[config.mk]
export PLATFORM = sky130hd
export DESIGN_NAME = multicycle_control_fsm_flat
export DESIGN_NICKNAME = d
export VERILOG_FILES = /design/src/rtl/multicycle_control_if.sv /design/src/rtl/multicycle_control_fsm.sv /design/src/flat_wrapper.sv
export SDC_FILE = /design/constraint.sdc
export NUM_CORES = 1
export LEC_CHECK = 0
export ABC_AREA = 1
export CORE_AREA = 2 2 63 65
export CTS_BUF_LIST = sky130_fd_sc_hd__clkbuf_4 sky130_fd_sc_hd__clkbuf_8 sky130_fd_sc_hd__clkbuf_16
export CTS_CLUSTER_DIAMETER = 60
export DETAILED_ROUTE_END_ITERATION = 7
export DIE_AREA = 0 0 65 67
export DONT_BUFFER_PORTS = 1
export PLACE_DENSITY_LB_ADDON = 0.15
export SLEW_MARGIN = 10
export SYNTH_ARGS = -nofsm -noshare
export SYNTH_HDL_FRONTEND = slang
export SYNTH_SLANG_ARGS = --single-unit
export TNS_END_PERCENT = 30
[constraint.sdc]
create_clock -name clk -period 2.58 [get_ports clk]
set_input_delay 0.258 -clock clk [delete_from_list [all_inputs] [get_ports clk]]
set_output_delay 0.258 -clock clk [all_outputs]
set_load 0.02 [all_outputs]
[src/rtl/multicycle_control_if.sv]
// Handshake and control bundle between the multicycle datapath and its control FSM.
// The slave modport is the FSM side; the master modport drives opcode, zero and mem_ready.
interface multicycle_control_if #(
  parameter int CNT_W = 16
);
  logic [10:0]      OpCode;
  logic             zero;
  logic             mem_ready;
  logic             PCWrite;
  logic             IRWrite;
  logic             Reg2Loc;
  logic             AluSrc;
  logic             MemtoReg;
  logic             RegWrite;
  logic             MemRead;
  logic             MemWrite;
  logic             Branch;
  logic             UncondBranch;
  logic [1:0]       Aluop;
  logic [2:0]       state;
  logic             illegal;
  logic             timeout;
  logic [CNT_W-1:0] instr_count;

  modport master (
    output OpCode, zero, mem_ready,
    input  PCWrite, IRWrite, Reg2Loc, AluSrc, MemtoReg, RegWrite, MemRead, MemWrite,
           Branch, UncondBranch, Aluop, state, illegal, timeout, instr_count
  );

  modport slave (
    input  OpCode, zero, mem_ready,
    output PCWrite, IRWrite, Reg2Loc, AluSrc, MemtoReg, RegWrite, MemRead, MemWrite,
           Branch, UncondBranch, Aluop, state, illegal, timeout, instr_count
  );
endinterface

[src/rtl/multicycle_control_fsm.sv]
// Multicycle LEGv8 control FSM with memory-wait timeout and retired-instruction counter.
// Optional feature: define UNCOND_BRANCH_EN to make B legal; otherwise B decodes illegal.
module multicycle_control_fsm #(
  parameter int MEM_TIMEOUT = 16,
  parameter int CNT_W       = 16
) (
  input  logic                      clk,
  input  logic                      rst,
  multicycle_control_if.slave       bus
);

  localparam logic [2:0] S_FETCH  = 3'd0;
  localparam logic [2:0] S_DECODE = 3'd1;
  localparam logic [2:0] S_EXEC   = 3'd2;
  localparam logic [2:0] S_MEM    = 3'd3;
  localparam logic [2:0] S_WB     = 3'd4;
  localparam logic [2:0] S_HALT   = 3'd5;

  localparam int               WAIT_W    = (MEM_TIMEOUT > 1) ? $clog2(MEM_TIMEOUT) + 1 : 1;
  localparam logic [WAIT_W-1:0] WAIT_LAST = WAIT_W'(MEM_TIMEOUT - 1);

  typedef enum logic [2:0] {OP_R, OP_LDUR, OP_STUR, OP_CBZ, OP_B, OP_ILL} op_class_e;

  function automatic op_class_e classify(input logic [10:0] op);
    op_class_e cls;
    casez (op)
      11'b10001011000,
      11'b11001011000,
      11'b10001010000,
      11'b10101010000: cls = OP_R;
      11'b11111000010: cls = OP_LDUR;
      11'b11111000000: cls = OP_STUR;
      11'b10110100???: cls = OP_CBZ;
`ifdef UNCOND_BRANCH_EN
      11'b000101?????: cls = OP_B;
`endif
      default:         cls = OP_ILL;
    endcase
    return cls;
  endfunction

  logic [2:0]        r_state;
  logic [10:0]       r_opcode;
  logic [WAIT_W-1:0] r_wait;
  logic              r_illegal;
  logic              r_timeout;
  logic [CNT_W-1:0]  r_count;

  logic [2:0]        w_next_state;
  op_class_e         w_class;
  op_class_e         w_dec_class;
  logic              w_wait_hit;
  logic              w_retire;
  logic              w_set_illegal;
  logic              w_set_timeout;
  logic              w_enter_wait;
  logic              w_in_wait;

  assign w_class     = classify(r_opcode);
  assign w_dec_class = classify(bus.OpCode);
  // The last permitted wait cycle: mem_ready still low here means the access has timed out.
  assign w_wait_hit  = (MEM_TIMEOUT != 0) && !bus.mem_ready && (r_wait == WAIT_LAST);
  assign w_in_wait   = (r_state == S_FETCH) || (r_state == S_MEM);
  assign w_enter_wait = ((w_next_state == S_FETCH) || (w_next_state == S_MEM)) &&
                        (w_next_state != r_state);

  // NOTE: every signal driven here gets a default first so no path can infer a latch.
  always_comb begin
    w_next_state  = r_state;
    w_retire      = 1'b0;
    w_set_illegal = 1'b0;
    w_set_timeout = 1'b0;
    case (r_state)
      S_FETCH: begin
        if (bus.mem_ready) begin
          w_next_state = S_DECODE;
        end else if (w_wait_hit) begin
          w_next_state  = S_HALT;
          w_set_timeout = 1'b1;
        end
      end
      S_DECODE: begin
        if (w_dec_class == OP_ILL) begin
          w_next_state  = S_HALT;
          w_set_illegal = 1'b1;
        end else begin
          w_next_state = S_EXEC;
        end
      end
      S_EXEC: begin
        case (w_class)
          OP_R:            w_next_state = S_WB;
          OP_LDUR, OP_STUR: w_next_state = S_MEM;
          OP_CBZ, OP_B: begin
            w_next_state = S_FETCH;
            w_retire     = 1'b1;
          end
          default:         w_next_state = S_HALT;
        endcase
      end
      S_MEM: begin
        if ((w_class != OP_LDUR) && (w_class != OP_STUR)) begin
          w_next_state = S_HALT;
        end else if (bus.mem_ready) begin
          w_next_state = (w_class == OP_LDUR) ? S_WB : S_FETCH;
          w_retire     = (w_class == OP_STUR);
        end else if (w_wait_hit) begin
          w_next_state  = S_HALT;
          w_set_timeout = 1'b1;
        end
      end
      S_WB: begin
        w_next_state = S_FETCH;
        w_retire     = 1'b1;
      end
      default: w_next_state = S_HALT;
    endcase
  end

  always_comb begin
    bus.PCWrite      = 1'b0;
    bus.IRWrite      = 1'b0;
    bus.Reg2Loc      = 1'b0;
    bus.AluSrc       = 1'b0;
    bus.MemtoReg     = 1'b0;
    bus.RegWrite     = 1'b0;
    bus.MemRead      = 1'b0;
    bus.MemWrite     = 1'b0;
    bus.Branch       = 1'b0;
    bus.UncondBranch = 1'b0;
    bus.Aluop        = 2'b00;
    case (r_state)
      S_FETCH: begin
        bus.MemRead = 1'b1;
        bus.IRWrite = bus.mem_ready;
        bus.PCWrite = bus.mem_ready;
      end
      S_EXEC: begin
        case (w_class)
          OP_R:    bus.Aluop = 2'b10;
          OP_LDUR: bus.AluSrc = 1'b1;
          OP_STUR: begin
            bus.AluSrc  = 1'b1;
            bus.Reg2Loc = 1'b1;
          end
          OP_CBZ: begin
            bus.Aluop   = 2'b01;
            bus.Reg2Loc = 1'b1;
            bus.Branch  = 1'b1;
            bus.PCWrite = bus.zero;
          end
          OP_B: begin
`ifdef UNCOND_BRANCH_EN
            bus.UncondBranch = 1'b1;
            bus.PCWrite      = 1'b1;
`endif
          end
          default: ;
        endcase
      end
      S_MEM: begin
        bus.MemRead  = (w_class == OP_LDUR);
        bus.MemWrite = (w_class == OP_STUR);
      end
      S_WB: begin
        bus.RegWrite = 1'b1;
        bus.MemtoReg = (w_class == OP_LDUR);
      end
      default: ;
    endcase
  end

  // NOTE: sequential state uses non-blocking assignments so every register sees pre-edge values.
  always_ff @(posedge clk) begin
    if (rst) begin
      r_state   <= S_FETCH;
      r_opcode  <= '0;
      r_wait    <= '0;
      r_illegal <= 1'b0;
      r_timeout <= 1'b0;
      r_count   <= '0;
    end else begin
      r_state <= w_next_state;
      if (r_state == S_DECODE) r_opcode <= bus.OpCode;
      if (w_enter_wait) begin
        r_wait <= '0;
      end else if (w_in_wait && !bus.mem_ready) begin
        r_wait <= r_wait + 1'b1;
      end
      if (w_set_illegal) r_illegal <= 1'b1;
      if (w_set_timeout) r_timeout <= 1'b1;
      if (w_retire)      r_count   <= r_count + 1'b1;
    end
  end

  assign bus.state       = r_state;
  assign bus.illegal     = r_illegal;
  assign bus.timeout     = r_timeout;
  assign bus.instr_count = r_count;

endmodule
[src/flat_wrapper.sv]
// flat-port wrapper written by rule: the top's interface ports become plain ports
module multicycle_control_fsm_flat 
#(
  parameter int MEM_TIMEOUT = 16,
  parameter int CNT_W       = 16
)
  (clk, rst, bus_OpCode, bus_zero, bus_mem_ready, bus_PCWrite, bus_IRWrite, bus_Reg2Loc, bus_AluSrc, bus_MemtoReg, bus_RegWrite, bus_MemRead, bus_MemWrite, bus_Branch, bus_UncondBranch, bus_Aluop, bus_state, bus_illegal, bus_timeout, bus_instr_count);
  multicycle_control_if #(.CNT_W(CNT_W)) bus_i ();
  input  logic clk;
  input  logic rst;
  input wire logic [$bits(bus_i.OpCode)-1:0] bus_OpCode;
  input wire logic [$bits(bus_i.zero)-1:0] bus_zero;
  input wire logic [$bits(bus_i.mem_ready)-1:0] bus_mem_ready;
  output wire logic [$bits(bus_i.PCWrite)-1:0] bus_PCWrite;
  output wire logic [$bits(bus_i.IRWrite)-1:0] bus_IRWrite;
  output wire logic [$bits(bus_i.Reg2Loc)-1:0] bus_Reg2Loc;
  output wire logic [$bits(bus_i.AluSrc)-1:0] bus_AluSrc;
  output wire logic [$bits(bus_i.MemtoReg)-1:0] bus_MemtoReg;
  output wire logic [$bits(bus_i.RegWrite)-1:0] bus_RegWrite;
  output wire logic [$bits(bus_i.MemRead)-1:0] bus_MemRead;
  output wire logic [$bits(bus_i.MemWrite)-1:0] bus_MemWrite;
  output wire logic [$bits(bus_i.Branch)-1:0] bus_Branch;
  output wire logic [$bits(bus_i.UncondBranch)-1:0] bus_UncondBranch;
  output wire logic [$bits(bus_i.Aluop)-1:0] bus_Aluop;
  output wire logic [$bits(bus_i.state)-1:0] bus_state;
  output wire logic [$bits(bus_i.illegal)-1:0] bus_illegal;
  output wire logic [$bits(bus_i.timeout)-1:0] bus_timeout;
  output wire logic [$bits(bus_i.instr_count)-1:0] bus_instr_count;
  assign bus_i.OpCode = bus_OpCode;
  assign bus_i.zero = bus_zero;
  assign bus_i.mem_ready = bus_mem_ready;
  assign bus_PCWrite = bus_i.PCWrite;
  assign bus_IRWrite = bus_i.IRWrite;
  assign bus_Reg2Loc = bus_i.Reg2Loc;
  assign bus_AluSrc = bus_i.AluSrc;
  assign bus_MemtoReg = bus_i.MemtoReg;
  assign bus_RegWrite = bus_i.RegWrite;
  assign bus_MemRead = bus_i.MemRead;
  assign bus_MemWrite = bus_i.MemWrite;
  assign bus_Branch = bus_i.Branch;
  assign bus_UncondBranch = bus_i.UncondBranch;
  assign bus_Aluop = bus_i.Aluop;
  assign bus_state = bus_i.state;
  assign bus_illegal = bus_i.illegal;
  assign bus_timeout = bus_i.timeout;
  assign bus_instr_count = bus_i.instr_count;
  multicycle_control_fsm #(.MEM_TIMEOUT(MEM_TIMEOUT), .CNT_W(CNT_W)) u_core (.clk(clk), .rst(rst), .bus(bus_i));
endmodule
==> results of run 1 <==
[metrics by stage]
stage          hold WS [ns]  instance area [sq um]  setup slack [ns]
5_1_grt              0.0181                   2270             0.109
4_1_cts              0.0203                   2270             0.307
3_5_place_dp          0.331                   2150             0.495
3_3_place_gp          0.329                   2150             0.549
6_report             0.0278                   2270             0.311
2_1_floorplan         0.407                   2110             0.760
[where the power goes]
group | internal, mW | leakage (nW) | switching, mW | total [mW]
clock | 0.326 | 0.0619 | 0.203 | 0.529
sequential | 0.605 | 0.301 | 0.0425 | 0.648
combinational | 0.0627 | 0.652 | 0.137 | 0.200
[state kept, by name, indices dropped and copies added (netlist names)]
register / flops
u_core.bus.state: 3
u_core.bus.timeout: 1
u_core.r_wait: 5
u_core.bus.illegal: 1
u_core.bus.instr_count: 16
u_core.r_opcode: 11
[cells by family after synthesis]
| logic type | share of synthesized area (%) |
|---|---|
| other | 0.178 |
| XOR/XNOR | 2.50 |
| buffers and inverters | 12.1 |
| adder cells (fa/ha/maj) | 1.78 |
| AND/OR/NAND/NOR | 35.1 |
| flip-flops | 35.2 |
| AO/OA/AOI/OAI | 12.7 |
| multiplexers | 0.475 |
[layout by cell type, fill, tap and decap left out]
master and instances:
clkbuf_4 1, xnor2_1 3, inv_2 5, clkbuf_8 6
o21ai_1 2, a21oi_1 27, dfxtp_1 37, conb_1 1
bufinv_16 1, o21bai_1 1, nand3_1 19, nor3_4 1
mux2i_1 1, nand3b_2 1, nor2_4 4, nand2_1 56
inv_1 54, nor2_1 39, and3_1 1, nand2_4 1
xor2_1 3, nor3_1 10, nor2_2 1, nand3_2 4
nor4_1 3, ha_1 3, nand2_2 5, buf_4 2
o21ai_0 23, nand4_1 8
[how the worst max path moves through the flow]
stage | startpoint | end | slack (ns) | depth (start not counted)
floorplan | u_core.bus.state[1]$_SDFF_PP0_ | u_core.bus.instr_count[15]$_SDFFE_PP0P_ | 0.76 | 12
global placement | u_core.bus.state[1]$_SDFF_PP0_ | u_core.bus.instr_count[10]$_SDFFE_PP0P_ | 0.55 | 11
detailed placement | u_core.bus.state[1]$_SDFF_PP0_ | u_core.bus.instr_count[10]$_SDFFE_PP0P_ | 0.49 | 11
CTS | u_core.bus.state[1]$_SDFF_PP0_ | bus_Aluop[1] | 0.31 | 6
global route | u_core.bus.state[1]$_SDFF_PP0_ | bus_Aluop[1] | 0.11 | 6
finish | u_core.bus.state[1]$_SDFF_PP0_ | bus_Aluop[1] | 0.31 | 6
[worst max-delay path, stage by stage (launching register included)]
cell and delay, ns:
dfxtp_1 0.50, inv_2 0.10, nor3_1 0.43, nand2_1 0.10
nor2_1 0.17, inv_1 0.08, nor2_1 0.33
[routing by layer]
layer | vias to the layer above | wire length, microns
met1 | 853 | 1980
met3 | 7 | 365
met5 | - | 0
met4 | 0 | 74
li1 | 1025 | -
met2 | 54 | 1990
[cell type report]
class	count	share of cell area, %
multi-input combinational	217	49.0
inverter	59	9.77
sequential	37	32.7
tap	48	2.65
clock inverter	1	1.32
timing repair buffer	2	0.662
clock buffer	7	3.97
==> flow_metrics.tcl, run 1 <==
set metrics [dict create \
    status "complete, no violations" \
    cts_root_buffer "clkbuf_8" \
    tightest_slew_ns 0.674 \
    postSynthCellCount 319 \
    grt_pass1_wl_mm 7.75 \
    peakVddDrop_mv 0.316 \
    drt_wl_total_mm 4.41 \
    ys_seq_area_share_pct 35.2 \
    setup_viol 0 \
    grt.total_usage_pct 22.9 \
    final_antenna_net_count 0 \
    post-dp-hpwl_mm 3.36 \
    drc_errors 0 \
    synth_edf_count 0 \
    synthesis.nets 337 \
    vias 1939 \
    htreeDepth 2 \
    top_usage_layer "met2" \
    port_buffers 0 \
    ios 48 \
    hold_end "u_core.bus.illegal$_SDFFE_PP0P_" \
    grt_setup_unrepaired "no" \
    r2r_start "u_core.bus.state[1]$_SDFF_PP0_" \
    synth_cell_types 29 \
    first_pass_iters 4 \
    fmax_mhz 441 \
    worstPathMaxFanout 5 \
    netlist_area_sq_um 2110 \
    critPathLaunchType "flop" \
    whs_path_depth 1 \
    critPathCaptureType "primary output" \
    r2r_setup_slack_ns 0.48 \
    path_clk_slew_ns 0.08 \
    insertion_delay_ns 0.29 \
    hold_violations 0 \
    yosysTopAreaCell "dfxtp_1" \
    gp_congestion 0.812 \
    grtUsageMet2_pct 38.3 \
    n_fill_cell 344 \
    regArea_sq_um 741 \
    arrival_ns 2.01 \
    vias_per_cell 5.23 \
    p_per_area_nw_per_um2 607 \
    hp-start "rst" \
    finalMaxSlewViolations 0 \
    finalCritPeriodShare_pct 87.9 \
    rr_endpoint "u_core.bus.instr_count[10]$_SDFFE_PP0P_" \
    dpl.cell_count 363 \
    nNetsFinal 340 \
    synth_warnings 0 \
    ys_seq_elements 37 \
    fin_crit_ns 2.27 \
    relSlewSlack_pct 54.6 \
    post_cts_resized 0 \
    power_mw 1.38 \
    cap_violations 0 \
    grtUsageMet3_pct 6.76 \
    cts.sinks 37 \
    area_growth_pct 7.66 \
    tns_ns 0 \
    numCtsBuffers 5 \
    post_cts_buffers 0 \
    met1_usage_pct 27.7 \
    async_flop_share_pct 0 \
    required_ns 2.32 \
    grt_pass1_vias 1793 \
    postSynthAreaPerCell_sq_um 6.60 \
    wl_per_cell_microns 11.9 \
    worst-setup-path-type "flop to primary output" \
    die-area_sq_um 4360 \
    fp.dieW_microns 65 \
    die_h_microns 67 \
    diodes 0 \
    finalNonFillerCells 371 \
    yosys-top-cells-area "dfxtp_1 (35%), nand2_1 (10%), inv_1 (9.6%)" \
    utilization_pct 62.9 \
    ctsHoldBuffers 0 \
    clockBufferDepth 2 \
    p_leak_nw 1.02 \
    fp.coreArea_sq_um 3610 \
    synth_top_flop_cell "dfxtp_1" \
    grt.overflow.total 0 \
    drt_iter0_drc 122 \
    start_util_pct 58.4 \
    hp-class "input pin to flop" \
    rr_worst_depth 11 \
    drive_gt1_share_pct 9.91 \
    rows 22 \
    yosysMostFrequentCell "nand2_1" \
    cts_tree "done" \
    synth_top_area_share_pct 35.2 \
    antenna_found_initial 0 \
    synth_commonest_cells "nand2_1 (56), inv_1 (54), nor2_1 (39)" \
    finClkSkew_ns 0.00843 \
    multi_input_area_sq_um 1110 \
    grt_max_degree 27 \
]
Note: power is estimated with default switching activity, not from simulation.
==> run 2, diff against run 1 <==
--- a/config.mk
+++ b/config.mk
@@ -6,11 +6,11 @@
 export NUM_CORES = 1
 export LEC_CHECK = 0
 export ABC_AREA = 1
-export CORE_AREA = 2 2 63 65
+export CORE_AREA = 2 2 69 71
 export CTS_BUF_LIST = sky130_fd_sc_hd__clkbuf_4 sky130_fd_sc_hd__clkbuf_8 sky130_fd_sc_hd__clkbuf_16
 export CTS_CLUSTER_DIAMETER = 60
 export DETAILED_ROUTE_END_ITERATION = 7
-export DIE_AREA = 0 0 65 67
+export DIE_AREA = 0 0 71 73
 export DONT_BUFFER_PORTS = 1
 export PLACE_DENSITY_LB_ADDON = 0.15
 export SLEW_MARGIN = 10
==> flow_metrics.tcl, run 2 (same netlist as run 1, synthesis figures left out) <==
set metrics [dict create \
    status "complete, no violations" \
    largest_reg_flops 16 \
    post-dp-hpwl_mm 3.53 \
    gp_congestion 0.874 \
    grt_max_degree 27 \
    p_per_area_nw_per_um2 564 \
    finClkSkew_ns 0.00422 \
    ios 48 \
    drt_wl_total_mm 4.56 \
    clockBufferDepth 2 \
    peakVddDrop_mv 0.357 \
    hold_violations 0 \
    die-area_sq_um 5180 \
    htreeDepth 2 \
    first_pass_iters 4 \
    cts_tree "done" \
    holdWs_ns 0.0267 \
    required_ns 2.32 \
    fp.coreArea_sq_um 4540 \
    relSlewSlack_pct 53.8 \
    die_h_microns 73 \
    vias_per_cell 5.15 \
    antenna_found_initial 0 \
    drive_gt1_share_pct 9.63 \
    rows 25 \
    place_ws_ns 0.490 \
    cap_violations 0 \
    post_cts_resized 0 \
    path_clk_slew_ns 0.07 \
    hp-class "input pin to flop" \
    post_cts_buffers 0 \
    cts_root_buffer "clkbuf_8" \
    fmax_mhz 437 \
    grt_pass1_vias 1781 \
    fin_crit_ns 2.29 \
    wl_met1_mm 2.08 \
    wl_met2_mm 2.04 \
    area_growth_pct 6.60 \
    fin_area_sq_um 2240 \
    worstPathMaxFanout 5 \
    critPathLaunchType "flop" \
    drc_errors 0 \
    tns_ns 0 \
    p_leak_nw 1.00 \
    final_cell_mix "nand2_1 (56), inv_1 (54), nor2_1 (39)" \
    start_util_pct 46.4 \
    utilization_pct 49.5 \
    place_area_sq_um 2150 \
    tightest_slew_ns 0.692 \
    worst-setup-path-type "flop to primary output" \
    ctsHoldBuffers 0 \
    final_common_cell "nand2_1" \
    vias 1937 \
    met3_length_microns 351 \
    grt.total_usage_pct 18.4 \
    finalCritPeriodShare_pct 88.7 \
    setup_viol 0 \
    final_antenna_net_count 0 \
    nNetsFinal 340 \
    insertion_delay_ns 0.29 \
    diodes 0 \
    top_layer_used "met4" \
    setup_ws_ns 0.291 \
    arrival_ns 2.03 \
    numCtsBuffers 5 \
    critPathCaptureType "primary output" \
    fp.dieW_microns 71 \
    grt_pass1_wl_mm 7.62 \
    port_buffers 0 \
    grt.overflow.total 0 \
    wl_per_cell_microns 12.1 \
    finalMaxSlewViolations 0 \
    drt_iter0_drc 144 \
    grt_setup_unrepaired "no" \
    cts.sinks 37 \
]
==> run 2: cell types whose count changed in the layout (fill, tap and decap cells not counted), sizes merged <==
cell / before / now
bufinv: 1 / 0
==> run 2: cell type report <==
cell class | count | area [sq um]
clock buffer | 7 | 90.1
inverter | 59 | 221
multi-input combinational | 217 | 1110
timing repair buffer | 2 | 15.0
tap | 54 | 67.6
sequential | 37 | 741
fill | 463 | 2290
==> run 2: worst max-delay path, stage by stage (launching register included) <==
cell and delay [ns]:
dfxtp_1 0.51, inv_2 0.10, nor3_1 0.44, nand2_1 0.10
nor2_1 0.18, inv_1 0.08, nor2_1 0.33
==> run 2: worst paths after layout <==
kind,startpoint,depth (start not counted),to,slack [ns]
max reg2reg,u_core.bus.state[1]$_SDFF_PP0_,11,u_core.bus.instr_count[10]$_SDFFE_PP0P_,0.49
min reg2reg,u_core.r_opcode[0]$_SDFFE_PP0P_,2,u_core.r_opcode[0]$_SDFFE_PP0P_,0.48
max,u_core.bus.state[1]$_SDFF_PP0_,6,bus_Aluop[1],0.29
min,rst,1,u_core.bus.illegal$_SDFFE_PP0P_,0.03
==> run 2: stage by stage <==
step / cells / total power, mW
after detailed placement: 369 / 0.859
after CTS: 376 / 1.28
after global placement: 369 / 0.857
after global routing: 376 / 1.33
final: 376 / 1.27
after floorplan: 319 / 0.821
==> run 2: per-layer routing <==
| layer | up-vias | global-route usage (%) |
|---|---|---|
| met5 | - | 0 |
| met4 | 0 | 8.18 |
| met3 | 9 | 6.35 |
| met2 | 56 | 29.8 |
| met1 | 858 | 22.3 |
| li1 | 1014 | - |
==> run 2: report_power, final <==
| part | internal [mW] | switching (mW) |
|---|---|---|
| combinational | 0.0626 | 0.137 |
| clock | 0.222 | 0.198 |
| sequential | 0.605 | 0.0407 |
| total | 0.891 | 0.376 |
==> run 3, diff against run 2 <==
--- a/config.mk
+++ b/config.mk
@@ -5,12 +5,12 @@
 export SDC_FILE = /design/constraint.sdc
 export NUM_CORES = 1
 export LEC_CHECK = 0
-export ABC_AREA = 1
-export CORE_AREA = 2 2 69 71
+export CAP_MARGIN = 20
+export CORE_AREA = 2 2 67 69
 export CTS_BUF_LIST = sky130_fd_sc_hd__clkbuf_4 sky130_fd_sc_hd__clkbuf_8 sky130_fd_sc_hd__clkbuf_16
 export CTS_CLUSTER_DIAMETER = 60
 export DETAILED_ROUTE_END_ITERATION = 7
-export DIE_AREA = 0 0 71 73
+export DIE_AREA = 0 0 69 71
 export DONT_BUFFER_PORTS = 1
 export PLACE_DENSITY_LB_ADDON = 0.15
 export SLEW_MARGIN = 10
==> constraint.sdc (replaced) <==
create_clock -name clk -period 2 [get_ports clk]
set_input_delay 0.2 -clock clk [delete_from_list [all_inputs] [get_ports clk]]
set_output_delay 0.2 -clock clk [all_outputs]
set_load 0.02 [all_outputs]
==> flow_metrics.tcl, run 3 <==
set metrics [dict create \
    final_antenna_net_count 0 \
    critPathLaunchType "flop" \
    p_switching_mw 0.475 \
    ys_seq_area_share_pct 37.0 \
    fmax_mhz 449 \
    drt_iter0_drc 101 \
    rr_endpoint "u_core.bus.instr_count[7]$_SDFFE_PP0P_" \
    htreeDepth 2 \
    yosys-top-cells-area "dfxtp_1 (37%), mux2i_1 (7.0%), a21oi_1 (5.0%)" \
    setup_viol 24 \
    postSynthCellCount 238 \
    grt_max_degree 37 \
    rr_worst_depth 7 \
    largest_reg_flops 16 \
    grt.total_usage_pct 20.8 \
    start_util_pct 47.6 \
    utilization_pct 62.7 \
    drt_wl_total_mm 5.23 \
    cp_slowest_stage_delay_ns 0.54 \
    first_pass_iters 6 \
    switching_share_pct 28.6 \
    pwr-share-comb_pct 21.0 \
    nNetsFinal 299 \
    port_buffers 0 \
    finalNonFillerCells 333 \
    critPathCaptureType "primary output" \
    cpMaxStageDelayCell "or4b_4" \
    grt_setup_unrepaired "yes" \
    vias_per_cell 5.89 \
    gp_congestion 0.883 \
    yosysMostFrequentCell "dfxtp_1" \
    finalCritPeriodShare_pct 111 \
    p_leak_nw 0.979 \
    rows 24 \
    hold_end "u_core.r_opcode[10]$_SDFFE_PP0P_" \
    hp-class "input pin to flop" \
    pwr-share-clk_pct 30.4 \
    peakVddDrop_mv 0.383 \
    cts.sinks 37 \
    worstPathMaxFanout 3 \
    antenna_found_initial 0 \
    cap_violations 0 \
    synth_warnings 0 \
    grt_pass1_vias 1782 \
    final_common_cell "buf_4" \
    setup_ws_ns -0.229 \
    fp.coreArea_sq_um 4200 \
    fin_crit_ns 2.23 \
    post-dp-hpwl_mm 3.60 \
    fp.dieW_microns 69 \
    synth_top_flop_cell "dfxtp_1" \
    final_cell_mix "buf_4 (44), dfxtp_1 (32), nor2_1 (23)" \
    numCtsBuffers 5 \
    async_flop_share_pct 0 \
    synthesis.nets 256 \
    cts_tree "done" \
    r2r_start "u_core.r_opcode[2]$_SDFFE_PP0P_" \
    r2r_setup_slack_ns -0.21 \
    p_int_mw 1.18 \
    drc_errors 0 \
    yosysTopAreaCell "dfxtp_1" \
    violations "setup timing" \
    synth_top_area_share_pct 37.0 \
    area_growth_pct 31.6 \
    die_h_microns 71 \
    insertion_delay_ns 0.29 \
    clockBufferDepth 2 \
    cts_root_buffer "clkbuf_8" \
    worst-setup-path-type "flop to primary output" \
    vias 1961 \
    finalMaxSlewViolations 0 \
    synth_cell_types 53 \
    synth_commonest_cells "dfxtp_1 (37), nor2_1 (25), a21oi_1 (20)" \
    netlist_area_sq_um 2000 \
    p_per_area_nw_per_um2 629 \
    crit_chain "or4b_4 > or3_4 > nor2_4 > a21oi_2 > nor2_1 > buf_4" \
    postSynthAreaPerCell_sq_um 8.42 \
    finClkSkew_ns 0.00992 \
    dpl.cell_count 318 \
    grt_pass1_wl_mm 8.24 \
    grt.overflow.total 0 \
    synth_edf_count 0 \
    ys_seq_elements 37 \
    die-area_sq_um 4900 \
    whs_path_depth 2 \
    diodes 0 \
    path_clk_slew_ns 0.07 \
    path_buf_inv 1 \
    drive_gt1_share_pct 34.2 \
    seqPwrFrac_pct 48.6 \
    arrival_ns 2.03 \
    required_ns 1.80 \
    hold_violations 0 \
    ios 48 \
    wl_per_cell_microns 15.7 \
    status "complete, but fails checks" \
    hp-start "bus_OpCode[10]" \
    cpLargestDelayFamily "simple AND/OR/NAND/NOR gates" \
]
[run 3: cell types whose count changed in the layout (fill, tap and decap cells not counted), sizes merged, moves of 13 or more]
cell / previous run / this run
inv: 59 / 7
mux2i: 1 / 14
nand3: 23 / 9
buf: 2 / 51
o21ai: 25 / 11
nand2: 62 / 8
nor2: 44 / 25
[run 3: logic make-up (layout without fill, tap and decap cells)]
logic type | count (synthesis) | count (layout) | synth area share [%]
multiplexers | 15 | 15 | 7.56
other | 1 | 1 | 0.187
flip-flops | 37 | 37 | 37.0
adder cells (fa/ha/maj) | 3 | 3 | 1.87
AND/OR/NAND/NOR | 101 | 101 | 29.3
XOR/XNOR | 4 | 4 | 1.75
AO/OA/AOI/OAI | 55 | 55 | 17.4
buffers and inverters | 22 | 65 | 4.93
[run 3: metrics by stage]
| stage | setup TNS, ns | cell area [sq um] | worst slack (ns) | hold WS, ns | power, mW |
|---|---|---|---|---|---|
| after global placement | -0.706 | 2340 | -0.0914 | 0.273 | 1.11 |
| after floorplan | -0.774 | 2030 | -0.104 | 0.347 | 1.03 |
| after detailed placement | -1.41 | 2340 | -0.192 | 0.275 | 1.11 |
| final | -2.77 | 2640 | -0.229 | 0.0605 | 1.66 |
| after global routing | -4.68 | 2640 | -0.293 | 0.0557 | 1.74 |
| after CTS | -2.52 | 2550 | -0.225 | 0.0570 | 1.65 |
[run 3: per-layer routing]
layer  up-vias  routed length, microns  global-route usage, %
met5         -                       0                      0
met4         0                      48                   7.84
met3         5                     281                   5.56
met2        47                    2630                   35.8
met1       940                    2270                   24.9
li1        969                       -                      -
[run 3: what timing repair did]
action	in CTS	in global routing
hold buffers	1	0
endpoints found under the setup margin	24	25
pin swaps	9	5
cloned	0	2
buffers inserted	3	2
endpoints found under the hold margin	36	0
resized for setup	22	14
[run 3: layout make-up]
cell class,instances,area (sq um)
Clock buffer,6,76.3
Sequential cell,37,749
Timing Repair Buffer,51,405
Inverter,7,26.3
Clock inverter,1,5.00
Fill cell,389,1570
Tap cell,52,65.1
Multi-Input combinational cell,179,1310
[run 3: how the worst max path moves through the flow]
stage	start	end	slack [ns]	cells after the start
after global placement	u_core.r_wait[0]$_SDFFE_PP0P_	u_core.r_wait[4]$_SDFFE_PP0P_	-0.09	9
after CTS	u_core.r_opcode[2]$_SDFFE_PP0P_	bus_MemRead	-0.23	6
after floorplan	u_core.bus.state[2]$_SDFF_PP0_	u_core.bus.instr_count[10]$_SDFFE_PP0P_	-0.10	8
final	u_core.r_opcode[2]$_SDFFE_PP0P_	bus_MemRead	-0.23	6
after global routing	u_core.r_opcode[2]$_SDFFE_PP0P_	u_core.bus.instr_count[7]$_SDFFE_PP0P_	-0.29	7
after detailed placement	u_core.r_wait[0]$_SDFFE_PP0P_	u_core.r_wait[4]$_SDFFE_PP0P_	-0.19	9
[run 3: power groups by stage]
stage	clock (mW)	combinational (mW)	sequential, mW
final	0.505	0.348	0.807
after global routing	0.548	0.376	0.813
after CTS	0.519	0.328	0.807
after detailed placement	0	0.289	0.823
after global placement	0	0.288	0.822
after floorplan	0	0.201	0.829
